--- src/rtl/fp_flags_pkg.sv ---
// Shared FP class codes, exception flag indices and format helpers.
// Pure declarations; no latency.
// No flow control.
package fp_flags_pkg;

    typedef logic [2:0] fp_class_t;

    localparam fp_class_t NORMAL    = 3'd0;
    localparam fp_class_t SUBNORMAL = 3'd1;
    localparam fp_class_t ZERO      = 3'd2;
    localparam fp_class_t INFINITY  = 3'd3;
    localparam fp_class_t QNAN      = 3'd4;
    localparam fp_class_t SNAN      = 3'd5;

    localparam int INVALID      = 0;
    localparam int DIVIDEBYZERO = 1;
    localparam int OVERFLOW     = 2;
    localparam int UNDERFLOW    = 3;
    localparam int INEXACT      = 4;
    localparam int NFLAGS       = 5;

    localparam int NEXP_DEF = 8;
    localparam int NSIG_DEF = 7;
    localparam int BIAS     = (1 << (NEXP_DEF - 1)) - 1;
    localparam int EMAX     = BIAS;
    localparam int EMIN     = 1 - BIAS;

    typedef enum logic {
        TRAP_IDLE = 1'b0,
        TRAP_PEND = 1'b1
    } trap_state_t;

    // Patterns are right-aligned in 64 bits; callers slice to 1+nexp+nsig.
    function automatic logic [63:0] inf_bits(input int nexp, input int nsig);
        return ((64'd1 << nexp) - 64'd1) << nsig;
    endfunction

    function automatic logic [63:0] qnan_bits(input int nexp, input int nsig);
        return inf_bits(nexp, nsig) | (64'd1 << (nsig - 1));
    endfunction

    function automatic logic [63:0] zero_bits(input logic sign, input int nexp, input int nsig);
        return {63'd0, sign} << (nexp + nsig);
    endfunction

endpackage

--- src/rtl/fp_classify.sv ---
// Classifies one result word into a 3-bit class code; sign is ignored.
// Combinational, zero latency.
// No flow control.
module fp_classify
    import fp_flags_pkg::*;
#(
    parameter int NEXP = 8,
    parameter int NSIG = 7
) (
    input  logic [NEXP+NSIG:0] result,
    output logic [2:0]         cls
);

    logic [NEXP-1:0] expo;
    logic [NSIG-1:0] frac;
    logic            unused_sign;

    assign expo        = result[NEXP+NSIG-1:NSIG];
    assign frac        = result[NSIG-1:0];
    assign unused_sign = result[NEXP+NSIG];

    always_comb begin
        cls = NORMAL;
        if (&expo) begin
            if (frac == '0)
                cls = INFINITY;
            else if (frac[NSIG-1])
                cls = QNAN;
            else
                cls = SNAN;
        end else if (expo == '0) begin
            cls = (frac == '0) ? ZERO : SUBNORMAL;
        end
    end

endmodule

--- src/rtl/fp_exception_tracker.sv ---
// Per-lane class registers, sticky flags, saturating event counters and trap FSM.
// All outputs registered, 1 cycle after the sampled inputs.
// No backpressure; every lane may be valid every cycle.
module fp_exception_tracker
    import fp_flags_pkg::*;
#(
    parameter int NEXP   = 8,
    parameter int NSIG   = 7,
    parameter int NLANES = 2,
    parameter int CNTW   = 16
) (
    input  logic                          clk,
    input  logic                          rst_n,
    input  logic [NLANES-1:0]             in_valid,
    input  logic [NLANES*(1+NEXP+NSIG)-1:0] in_result,
    input  logic [NLANES*NFLAGS-1:0]      in_exc,
    input  logic [NFLAGS-1:0]             trap_en,
    input  logic                          clr,
    input  logic                          irq_ack,
    output logic [NLANES-1:0]             cls_valid,
    output logic [NLANES*3-1:0]           cls,
    output logic [NFLAGS-1:0]             sticky,
    output logic [NFLAGS*CNTW-1:0]        cnt,
    output logic                          irq,
    output logic [NFLAGS-1:0]             trap_cause
);

    localparam int W = 1 + NEXP + NSIG;

    logic [NLANES*3-1:0]    lane_cls;
    logic [NFLAGS-1:0]      ev;
    logic [NFLAGS-1:0]      hit;
    logic [3:0]             ev_num  [NFLAGS];
    logic [CNTW+3:0]        cnt_sum [NFLAGS];
    logic [NFLAGS*CNTW-1:0] cnt_nxt;
    trap_state_t            state;

    for (genvar l = 0; l < NLANES; l++) begin : g_lane
        fp_classify #(
            .NEXP (NEXP),
            .NSIG (NSIG)
        ) u_classify (
            .result (in_result[l*W +: W]),
            .cls    (lane_cls[l*3 +: 3])
        );
    end

    // Per-flag count of valid lanes reporting it (up to 8 lanes fits 4 bits).
    always_comb begin
        for (int f = 0; f < NFLAGS; f++) begin
            ev_num[f] = 4'd0;
            for (int l = 0; l < NLANES; l++) begin
                if (in_valid[l] && in_exc[l*NFLAGS+f])
                    ev_num[f] = ev_num[f] + 4'd1;
            end
            ev[f] = (ev_num[f] != 4'd0);
        end
    end

    assign hit = ev & trap_en;

    // Extra headroom bits catch the carry so the counter clamps instead of wrapping.
    always_comb begin
        cnt_nxt = '0;
        for (int f = 0; f < NFLAGS; f++) begin
            cnt_sum[f] = {4'd0, (clr ? {CNTW{1'b0}} : cnt[f*CNTW +: CNTW])}
                       + {{CNTW{1'b0}}, ev_num[f]};
            cnt_nxt[f*CNTW +: CNTW] = (cnt_sum[f][CNTW+3:CNTW] != 4'd0)
                                    ? {CNTW{1'b1}} : cnt_sum[f][CNTW-1:0];
        end
    end

    always_ff @(posedge clk or negedge rst_n) begin
        if (!rst_n) begin
            cls_valid <= '0;
            cls       <= '0;
            sticky    <= '0;
            cnt       <= '0;
        end else begin
            cls_valid <= in_valid;
            for (int l = 0; l < NLANES; l++) begin
                if (in_valid[l])
                    cls[l*3 +: 3] <= lane_cls[l*3 +: 3];
            end
            sticky <= (clr ? {NFLAGS{1'b0}} : sticky) | ev;
            cnt    <= cnt_nxt;
        end
    end

    // An ack coinciding with a fresh enabled event restarts the trap on that event alone.
    always_ff @(posedge clk or negedge rst_n) begin
        if (!rst_n) begin
            state      <= TRAP_IDLE;
            irq        <= 1'b0;
            trap_cause <= '0;
        end else begin
            case (state)
                TRAP_IDLE: begin
                    if (hit != '0) begin
                        state      <= TRAP_PEND;
                        irq        <= 1'b1;
                        trap_cause <= hit;
                    end
                end
                TRAP_PEND: begin
                    if (irq_ack) begin
                        if (hit != '0) begin
                            trap_cause <= hit;
                        end else begin
                            state      <= TRAP_IDLE;
                            irq        <= 1'b0;
                            trap_cause <= '0;
                        end
                    end else begin
                        trap_cause <= trap_cause | hit;
                    end
                end
                default: begin
                    state      <= TRAP_IDLE;
                    irq        <= 1'b0;
                    trap_cause <= '0;
                end
            endcase
        end
    end

endmodule
--- config.mk ---
export PLATFORM = sky130hd
export DESIGN_NAME = fp_exception_tracker
export DESIGN_NICKNAME = d
export VERILOG_FILES = /design/src/rtl/fp_flags_pkg.sv /design/src/rtl/fp_classify.sv /design/src/rtl/fp_exception_tracker.sv
export SDC_FILE = /design/constraint.sdc
export NUM_CORES = 1
export LEC_CHECK = 0
export ABC_AREA = 1
export BUFFER_PORTS_ARGS = -buffer_cell sky130_fd_sc_hd__buf_2
export CAP_MARGIN = 20
export CORE_ASPECT_RATIO = 1.1
export CORE_MARGIN = 2
export CORE_UTILIZATION = 49
export DETAILED_ROUTE_END_ITERATION = 8
export PLACE_DENSITY = 0.81
export SYNTH_ARGS = -nofsm -noshare
export SYNTH_HDL_FRONTEND = slang
export SYNTH_SLANG_ARGS = --single-unit
--- constraint.sdc ---
create_clock -name clk -period 1.85 [get_ports clk]
set_input_delay 0.37 -clock clk [delete_from_list [all_inputs] [get_ports clk]]
set_output_delay 0.37 -clock clk [all_outputs]
set_load 0.01 [all_outputs]
==> run summary <==
Status = complete, but fails checks
Failing checks = design-rule violations, negative hold slack, negative setup slack
IO buf count = 149
Synth Area in Simple Gates = 0.3847
Crit-path cells = buf_12 > buf_6 > nand2_4 > inv_4 > ha_4 > ha_4 > inv_2 > fa_2 > nor2_2 > nand2_2 > inv_2 > nand2_4 > buf_6 > o21bai_1 > nand3_1
Overall power = 5079 uW
Routed Antenna Nets = 0
First-pass iteration count of the detailed router = 8
Tcrit/Tclk final = 1.042
Layout cells sized above 1 = 0.4037
Total Neg Setup Slack = -1.233 ns
CP Max Fanout = 5
Sw power = 1344 uW
Required time of the critical path = 2.07 ns
Vias per inst = 5.197
CTS Buf Count = 9
Global route hottest layer = met2
Gate Count Post-Synth = 890
Synth area leaders = dfrtp_1 (39%), nand2_1 (14%), nand3_1 (10%)
Max Fclk = 0.5186 GHz
Crit. End Element = flop
Reg clk slew, reported paths = 0.07 ns
Number of global-route vias before repair = 6537
Post-route setup slack = -0.07829 ns
Syn-to-layout area delta = 42.68%
Vert. Die Dim = 123.8 um
Comb power frac = 0.167
# IOs = 152
Mean Syn Cell Area = 7.188 sq um
Initial core utilization = 0.5038
Util after Layout = 0.7189
Largest family of logic cells by synthesized area = simple AND/OR/NAND/NOR gates
Worst-skew pair later-pin latency = 0.34 ns
Hold_buf cts = 0
Max_slew headroom = 0.6722
Synth Area in Compound Gates = 0.03775
Routability cong. = 0.8871
Slew @ Worst Pin = 0.4917 ns
NumNets Final = 1222
Post-synth top area cell = dfrtp_1
Clock power share = 0.371
Arrival time worst endpoint = 2.14 ns
Grt met1 use = 0.3117
Post-Synth XOR/XNOR Area = 0.01369
Tmin final = 1.928 ns
Sequential area share after synthesis = 0.3912
Delay-heaviest family, CP = adder cells
Syn nets = 969
Mux share of post-synthesis cell area = 0
RSZ-0062 raised after global routing = true
Synth top area share = 0.3912
Reg2Reg Depth = 12
Max Slew Vio Count = 0
First-pass GRT wire length = 29760 um
Grt total ovfl = 0
DRT Wirelength = 18350 um
Row Count = 43
CTS root buf = clkbuf_16
TritonCTS clock tree = built
CTS max path bufs = 2
Worst setup path class = input pin to flop
Hold_ws = -0.004877 ns
Total track usage = 0.2611
Worst r2r dst = cnt[26]
CP peak stage delay = 0.35 ns
Switching share of power = 0.2646
Grt met2 use = 0.4842
HP Class = input pin to async pin
Pwr dens = 556.5 nW/um^2
Initial antenna violation count = 0
Most frequent cells after synthesis = nand2_1 (235), inv_1 (142), nand3_1 (134)
Initial DRC Count = 457
Most frequent cell after synthesis = nand2_1
MaxCap Viol Count = 0
Pint = 3736 uW
Clk_skew = 0.008015 ns
Number of synthesized flops with an enable pin = 0
Hpwl dp = 12710 um
Die width = 112.9 um
Synth cell types = 31
Core area = 12700 sq um
FF+latch count, synth = 100
Critical-path top delay cell = fa_2
Ys flop type = dfrtp_1
CTS H-tree lvls = 3
Peak VDD IR = 403.2 uV
Largest net degree at the start of global routing = 37
Worst path bufs/invs = 6
N_diodes = 0
Sequential Power Share = 0.462
Async S/R FF share, synth = 1.000
GRT met3 Usage = 0.03163
Overall via count from detail_route = 6777
Crit start category = input pin
DIE AREA = 13990 sq um
DRC = 7
Wire per inst = 14.07 um
Final setup fails = 49
Post-Synthesis Cell Area = 6397 sq um
Lkg Pwr = 0.005243 uW
R2r setup slk = -0.06 ns
Final Hold Vio Count = 14
R2R Path Start = cnt[16]
Syn. warnings = 0
Synth Area in Adders = 0.05672
CTS Sinks = 100
logic make-up after synthesis:
kind of cell,after synthesis
buf+inv,169
compound gates,45
flops,100
simple gates,540
xor+xnor,10
fa+ha+maj,26
stage by stage:
step	instances	worst slack (ns)	instance area, sq um
floorplan	890	-0.4205	6624
global placement	1266	-0.5673	8044
detailed placement	1266	-0.6145	8044
CTS	1292	-0.06427	8613
global route	1304	-0.1481	9128
finish	1304	-0.07829	9128
cells in the final DEF, fill, tap and decap left out, types with 4 or more instances in the layout:
cell / synthesis / routed
dfrtp_1: 100 / 100
o21ai_2: 0 / 5
nor2_4: 3 / 14
xor2_1: 9 / 9
nand2_2: 5 / 33
or2_2: 4 / 4
a21oi_1: 7 / 7
fa_2: 0 / 5
nand3_1: 134 / 85
nor2_1: 105 / 87
nand2_4: 0 / 11
ha_4: 0 / 8
clkbuf_16: 0 / 9
buf_4: 2 / 99
nand2_1: 235 / 196
nor2_2: 9 / 16
o22ai_1: 5 / 5
buf_2: 7 / 145
inv_4: 0 / 5
o21ai_0: 27 / 21
ha_1: 21 / 12
buf_12: 0 / 4
nand3_4: 4 / 8
nor3_1: 8 / 8
buf_6: 10 / 12
nand3_2: 8 / 57
inv_1: 142 / 124
nand4_1: 18 / 18
inv_2: 3 / 16
what timing repair did:
item,4_1_cts,5_1_grt
setup endpoints to repair,80,80
pin swaps,33,24
endpoints found under the hold margin,0,0
gates resized for setup,53,107
gates cloned,3,1
setup buffers,8,11
flip-flops by register name (all words and copies together) (netlist names):
| name | count |
|---|---|
| state | 1 |
| cnt | 80 |
| irq | 1 |
| cls_valid | 2 |
| cls | 6 |
| trap_cause | 5 |
| sticky | 5 |
cell type report:
type / count / area [sq um]
inverter: 146 / 573.1
tap: 157 / 196.4
clock buffer: 13 / 250.2
multi-input combinational: 625 / 3879
clock inverter: 2 / 35.03
fill: 953 / 3570
sequential: 100 / 2502
timing repair buffer: 261 / 1692
worst max path at each step:
stage,start,end,slack (ns),cells after the start
floorplan,clr,cnt[61],-0.42,14
global placement,in_valid[1],cnt[50],-0.57,13
global route,in_valid[0],cnt[10],-0.15,14
finish,in_valid[1],cnt[74],-0.08,15
CTS,in_valid[1],cnt[10],-0.06,14
detailed placement,in_valid[1],cnt[74],-0.61,15
power groups by stage:
| stage | clock network [uW] | registers (uW) | logic, uW |
|---|---|---|---|
| 2_1_floorplan | 0 | 2420 | 309 |
| 3_3_place_gp | 0 | 2380 | 674 |
| 3_5_place_dp | 0 | 2380 | 690 |
| 4_1_cts | 1910 | 2340 | 749 |
| 5_1_grt | 2020 | 2350 | 935 |
| 6_report | 1880 | 2350 | 848 |
routing by layer:
layer,vias up,share of wire
met5,-,0
met4,0,0.030
met3,47,0.034
met2,167,0.54
met1,3237,0.40
li1,3326,-
No activity file was read; power rests on OpenSTA's default activity.
